### config.mk
export PLATFORM = sky130hd
export DESIGN_NAME = fifo_write_arbiter
export DESIGN_NICKNAME = d
export VERILOG_FILES = /design/src/rtl/fifo_write_arbiter.sv
export SDC_FILE = /design/constraint.sdc
export NUM_CORES = 1
export LEC_CHECK = 0
export ABC_AREA = 1
export BUFFER_PORTS_ARGS = -buffer_cell sky130_fd_sc_hd__buf_4
export CELL_PAD_IN_SITES_DETAIL_PLACEMENT = 0
export CELL_PAD_IN_SITES_GLOBAL_PLACEMENT = 1
export CORE_UTILIZATION = 34
export CTS_BUF_LIST = sky130_fd_sc_hd__clkbuf_16
export CTS_CLUSTER_DIAMETER = 150
export CTS_CLUSTER_SIZE = 8
export DETAILED_ROUTE_END_ITERATION = 8
export PLACE_DENSITY_LB_ADDON = 0.1
export SKIP_CTS_REPAIR_TIMING = 1
export SLEW_MARGIN = 10
export SYNTH_ARGS = -nofsm -noshare
export SYNTH_HDL_FRONTEND = slang
export SYNTH_SLANG_ARGS = --single-unit
### constraint.sdc
create_clock -name clk -period 1.6 [get_ports clk]
set_input_delay 0.32 -clock clk [delete_from_list [all_inputs] [get_ports clk]]
set_output_delay 0.32 -clock clk [all_outputs]
set_load 0.1 [all_outputs]
### src/rtl/fifo_write_arbiter.sv
// Write-side front end of the element-chain FIFO: round-robin sharing of the
// single FIFO input between two producers, plus flush sequencing.
module fifo_write_arbiter #(
    parameter int WIDTH        = 8,
    parameter int FLUSH_CYCLES = 2
) (
    input  logic             clk,
    input  logic             reset_n,
    input  logic             req0,
    input  logic [WIDTH-1:0] d0,
    output logic             ack0,
    input  logic             req1,
    input  logic [WIDTH-1:0] d1,
    output logic             ack1,
    input  logic             flush,
    input  logic             fifo_full,
    input  logic             fifo_empty,
    output logic [WIDTH-1:0] fifo_d_in,
    output logic             fifo_d_in_strobe,
    output logic             fifo_reset,
    output logic             flush_done,
    output logic             busy
);

    typedef enum logic [1:0] {
        ST_IDLE  = 2'd0,
        ST_WRITE = 2'd1,
        ST_FLUSH = 2'd2,
        ST_DRAIN = 2'd3
    } state_t;

    localparam logic [3:0] FLUSH_LOAD = 4'(FLUSH_CYCLES);

    state_t           state_r, state_nx;
    logic             last_r, last_nx;
    logic             pend_r, pend_nx;
    logic [3:0]       cnt_r, cnt_nx;
    logic [WIDTH-1:0] d_r, d_nx;
    logic             strobe_r, strobe_nx;
    logic             ack0_r, ack0_nx;
    logic             ack1_r, ack1_nx;
    logic             frst_r, frst_nx;
    logic             done_r, done_nx;
    logic             busy_r, busy_nx;
    logic             grant1_s;

    // State register
    always_ff @(posedge clk or negedge reset_n) begin
        if (!reset_n) begin
            state_r <= ST_IDLE;
        end else begin
            state_r <= state_nx;
        end
    end

    // Next state and next registered outputs
    always_comb begin
        state_nx  = state_r;
        last_nx   = last_r;
        pend_nx   = pend_r;
        cnt_nx    = cnt_r;
        d_nx      = d_r;
        strobe_nx = 1'b0;
        ack0_nx   = 1'b0;
        ack1_nx   = 1'b0;
        frst_nx   = 1'b0;
        done_nx   = 1'b0;
        grant1_s  = 1'b0;
        case (state_r)
            ST_IDLE: begin
                if (flush || pend_r) begin
                    state_nx = ST_FLUSH;
                    pend_nx  = 1'b0;
                    cnt_nx   = FLUSH_LOAD;
                    frst_nx  = 1'b1;
                end else if (!fifo_full && (req0 || req1)) begin
                    // On a tie the requester not granted last time wins
                    if (req0 && req1) begin
                        grant1_s = ~last_r;
                    end else begin
                        grant1_s = req1;
                    end
                    d_nx      = grant1_s ? d1 : d0;
                    strobe_nx = 1'b1;
                    ack0_nx   = ~grant1_s;
                    ack1_nx   = grant1_s;
                    last_nx   = grant1_s;
                    state_nx  = ST_WRITE;
                end else begin
                    state_nx = ST_IDLE;
                end
            end
            ST_WRITE: begin
                state_nx = ST_IDLE;
                if (flush) begin
                    pend_nx = 1'b1;
                end else begin
                    pend_nx = pend_r;
                end
            end
            ST_FLUSH: begin
                if (cnt_r <= 4'd1) begin
                    state_nx = ST_DRAIN;
                    cnt_nx   = 4'd0;
                end else begin
                    cnt_nx  = cnt_r - 4'd1;
                    frst_nx = 1'b1;
                end
            end
            ST_DRAIN: begin
                if (fifo_empty) begin
                    done_nx  = 1'b1;
                    state_nx = ST_IDLE;
                end else begin
                    state_nx = ST_DRAIN;
                end
            end
            default: begin
                state_nx = ST_IDLE;
            end
        endcase
        busy_nx = (state_nx != ST_IDLE);
    end

    // Registered outputs and arbitration bookkeeping
    always_ff @(posedge clk or negedge reset_n) begin
        if (!reset_n) begin
            last_r   <= 1'b1;
            pend_r   <= 1'b0;
            cnt_r    <= 4'd0;
            d_r      <= '0;
            strobe_r <= 1'b0;
            ack0_r   <= 1'b0;
            ack1_r   <= 1'b0;
            frst_r   <= 1'b0;
            done_r   <= 1'b0;
            busy_r   <= 1'b0;
        end else begin
            last_r   <= last_nx;
            pend_r   <= pend_nx;
            cnt_r    <= cnt_nx;
            d_r      <= d_nx;
            strobe_r <= strobe_nx;
            ack0_r   <= ack0_nx;
            ack1_r   <= ack1_nx;
            frst_r   <= frst_nx;
            done_r   <= done_nx;
            busy_r   <= busy_nx;
        end
    end

    assign ack0             = ack0_r;
    assign ack1             = ack1_r;
    assign fifo_d_in        = d_r;
    assign fifo_d_in_strobe = strobe_r;
    assign fifo_reset       = frst_r;
    assign flush_done       = done_r;
    assign busy             = busy_r;

endmodule

## Word-level counts from Yosys, hierarchy flattened

Cells that the tools add are included.

| cells by class | value |
|---|---|
| $add $sub $neg | 1 |
| order comparisons | 1 |
| equality and inequality tests | 5 |
| mux-type cells | 30 |
| bitwise gates (word level) | 3 |
| reductions and logical operators | 12 |

Operators by type and width:

| operator | count |
|---|---|
| $mux W1 | 20 |
| $mux W4 | 2 |
| $mux W8 | 1 |
| $pmux W2 S4 | 1 |
| $pmux W4 S2 | 1 |
| $mux W2 | 3 |
| $reduce_and A3 Y1 | 2 |
| $reduce_bool A2 Y1 | 3 |
| $eq A2 B2 Y1 const B | 2 |
| $le A4 B1 Y1 const B | 1 |
| $ne A2 B2 Y1 const B | 2 |
| $pmux W1 S2 | 2 |
| $sub A4 B1 Y4 const B | 1 |
| $not A1 Y1 | 3 |
| $eq A2 B1 Y1 const B | 1 |
| $logic_and A1 B1 Y1 | 2 |
| $logic_not A2 Y1 | 1 |
| $logic_or A1 B1 Y1 | 2 |
| $reduce_and A2 Y1 | 1 |
| $logic_not A1 Y1 | 1 |

| word-level totals | value |
|---|---|
| register bits | 22 |
| bits of input ports | 23 |
| output and inout port bits | 14 |
| word-level logic and storage cells | 63 |

## Longest topological paths before layout

| depth | value |
|---|---|
| depth in word-level cells | 9 |
| gate-level depth with buffers | 9 |
| depth with buffers taken out | 9 |

## Worst setup path after synthesis

OpenSTA, ideal clock, no wires.

| timing path | value |
|---|---|
| path kind | flip-flop to output port |
| start | register d_r[0] (netlist: fifo_d_in[0]) |
| end | output fifo_d_in[0] |
| arrival time | 898 ps |
| required time | 1280 ps |
| path slack | 382 ps |
| cell stages (with the launch flop) | 1 |
| path buffers | 0 |
| cells stage by stage | dfrtp_1 |

RTL lines:

| what | line | text |
|---|---|---|
| start, declared | 38 | `logic [WIDTH-1:0] d_r, d_nx;` |
| start signal, assigned | 142 | `d_r <= d_nx;` |
| end, declared | 18 | `output logic [WIDTH-1:0] fifo_d_in,` |

No word-level cell between the ends.

## Final worst setup path

| timing path | value |
|---|---|
| start | register state_r[1] |
| end | register d_r[1] (netlist: fifo_d_in[1]) |

| between the ends | value |
|---|---|
| longest elaborated chain between the ends | 2 |

Ends and longest elaborated chain:

| what | line | text |
|---|---|---|
| start, declared | 34 | `state_t state_r, state_nx;` |
| start signal, assigned | 52 | `state_r <= state_nx;` |
| $logic_not A2 Y1 | 69 | `case (state_r)` |
| $reduce_and A3 Y1 (no line) | -- |  |

No other way between the ends.
A chain may end at the register's enable or synchronous reset.

==> reports/summary.txt <==
Ant diodes: 0
Routability cong.: 0.785
CP delay by family, top: simple AND/OR/NAND/NOR gates
Core region area: 0.00283 mm2
Yosys warnings: 0
First-pass GRT wire length: 3.93 mm
WL met1: 1.10 mm
Post-DR vias/cell: 4.48
Detail Route Antenna Nets: 0
CP Launch Type: register
CP dominant cell by count: nand2_1
H-Tree Depth: 1
Switching Share: 54.0%
Final Util: 50.8%
Worst hold path class: primary input to register
MaxCap Viol Count: 0
Post-Syn Nets: 159
Chip Height: 57.5 um
Setup TNS: 0 ns
Clk_lat worst skew: 0.25 ns
Endpoints failing setup: 0
Flop2flop setup slack: 0.27 ns
Final HPWL DP: 1.69 mm
Mean post-synth cell area: 7.82 um2
Fmax: 751 MHz
RSZ-0062 raised after global routing: no
Initial Utilization: 37.0%
Register area share after synthesis: 52.7%
Area Growth Syn to Fin: 37.3%
Post-Syn Instances: 134
# clock sinks: 22
Die X-Extent: 57.5 um
Switching power: 1.85 mW
I/O pin count: 37
Wire length per cell: 10.8 um
Worst hold margin: 0.319 ns
Final non-filler cell total: 206
CTS Buf Count: 3
Tcrit/Tclk final: 83.2%
Leak: 0.845 nW
Total chip power: 3.43 mW
Post-synth cell types: 18
Critical path's slowest cell: dfrtp_1
CP max FO: 10
Initial DRT Pass Iterations: 6
Die ar.: 0.00331 mm2
Worst setup EP type: register
Worst endpoint data arrival time: 1.47 ns
CTS Buffer Depth: 2
Status: complete, but fails checks
Clk_skew: 0.00290 ns
Seq cells post-synth: 22
Max-slew violation count: 0
Relative slew slack: 66.6%
WL final: 2.22 mm
Worst setup path category: register to register
CTS tree: yes
Uppermost layer routed: met4
Vias in the first global route: 929
Met2 WL post-DR: 990 um
Dominant cell type by area after synthesis: dfrtp_1
GRT overflow: 0
Largest net degree at the start of global routing: 23
I/O Buffers: 36
Area contributors post-synth: dfrtp_1, nand2_1, inv_1
Row count: 19
Violated checks: DRC
Worst path cell trace: nor2_2, nand2_2, nor2_4, inv_2, nand2_1, nand2_1
Pwr dens: 2390 mW/mm2
Fin. Hold Viols: 0
Worst-path clk slew: 0.06 ns
Root buffer cell: clkbuf_16
CP required: 1.74 ns
Worst-Margin Slew: 0.496 ns
Combinational power share: 57.3%
Clk pwr share: 15.3%
Drt initial violations: 31
Share of cells above drive strength 1: 28.0%
Max IR drop VDD: 0.00107 V
Placed instance count: 201
Post-route minimum period: 1.33 ns
Seq pwr share: 27.5%
Internal Power: 1.58 mW
# fillers: 281
CP bufs+invs: 1
Met3 wire length: 116 um
DRC: 2
Initial antenna violation count: 0
Cell area after synthesis: 0.00105 mm2
Yosys top cell area share: 50.2%
Max incr delay on CP: 0.44 ns
Vias: 923
Layout net count: 201
All-layer global routing usage: 15.4%
-- power groups by stage --
stage          combinational (mW)  sequential (mW)  clock, mW
6_report                     1.97            0.944      0.524
5_1_grt                      2.12            0.971      0.561
4_1_cts                      1.98            0.945      0.541
3_5_place_dp                 1.97            0.954          0
3_3_place_gp                 1.96            0.944          0
2_1_floorplan               0.549             1.94          0
-- worst register-to-register path, cell delays in order, from the launching register on --
cell and delay (ns):
dfrtp_1 0.44, nor2_2 0.19, nand2_2 0.08, nor2_4 0.23, inv_2 0.15, nand2_1 0.09, nand2_1 0.05
-- layout make-up --
type / instances / area (um2) / area share, %
inverter: 15 / 56.3 / 3.92
clock buffer: 3 / 75.1 / 5.22
sequential: 22 / 552 / 38.4
multi-input combinational: 96 / 424 / 29.5
clock inverter: 1 / 3.75 / 0.261
tap: 31 / 38.8 / 2.70
timing repair buffer: 38 / 288 / 20.0
-- cell usage in the layout, fill, tap and decap left out, drive strengths merged --
master	n
nand3	5
xor2	1
nor2	8
o21bai	1
nand2	74
clkinv	1
inv	15
buf	37
clkbuf	3
nor3	1
dlygate4sd3	1
o21ai	3
ha	2
dfrtp	21
dfstp	1
a211oi	1
-- per-stage QoR --
| step | setup WS (ns) | area [um2] |
|---|---|---|
| floorplan | 0.382 | 1050 |
| global route | 0.139 | 1440 |
| detailed placement | 0.282 | 1350 |
| CTS | 0.270 | 1430 |
| global placement | 0.282 | 1350 |
| finish | 0.269 | 1440 |
-- final timing paths --
check,start,end,cells after the start
worst min register to register,last_r,last_r,2
worst min-delay path,fifo_empty,flush_done,3
worst max register to register,state_r[1],fifo_d_in[1],6
worst max-delay path,state_r[1],fifo_d_in[1],6
max in group asynchronous,reset_n,last_r,2
min in group asynchronous,reset_n,flush_done,2
-- logic make-up (layout without fill, tap and decap cells) --
kind of cell / Yosys count / after routing / synth area share, %
compound gates: 5 / 5 / 2.87
xor+xnor: 1 / 1 / 0.836
fa+ha+maj: 2 / 2 / 2.39
buf+inv: 16 / 57 / 6.81
flops: 22 / 22 / 52.7
simple gates: 88 / 88 / 34.4
-- cells in the mapped netlist --
cell,instances
nand3_1,5
dfstp_2,1
nor2_2,1
inv_2,3
nor2_4,1
inv_1,12
o21ai_0,3
nand2_2,2
nand2_1,71
a211oi_1,1
xor2_1,1
o21bai_1,1
nand2_4,1
nor2_1,6
nor3_1,1
buf_8,1
dfrtp_1,21
ha_1,2
-- flip-flops by register name (all words and copies together), names as in the netlist --
| signal | cells |
|---|---|
| fifo_d_in_strobe | 1 |
| fifo_d_in | 8 |
| ack1 | 1 |
| ack0 | 1 |
| last_r | 1 |
| flush_done | 1 |
| state_r | 2 |
| busy | 1 |
| pend_r | 1 |
| cnt_r | 4 |
| fifo_reset | 1 |
-- routing by layer --
layer	track usage, %	up-vias
met5	0	-
met1	20.3	415
met4	5.23	0
met2	24.3	21
li1	-	485
met3	4.54	2
No activity file was read; power rests on OpenSTA's default activity.
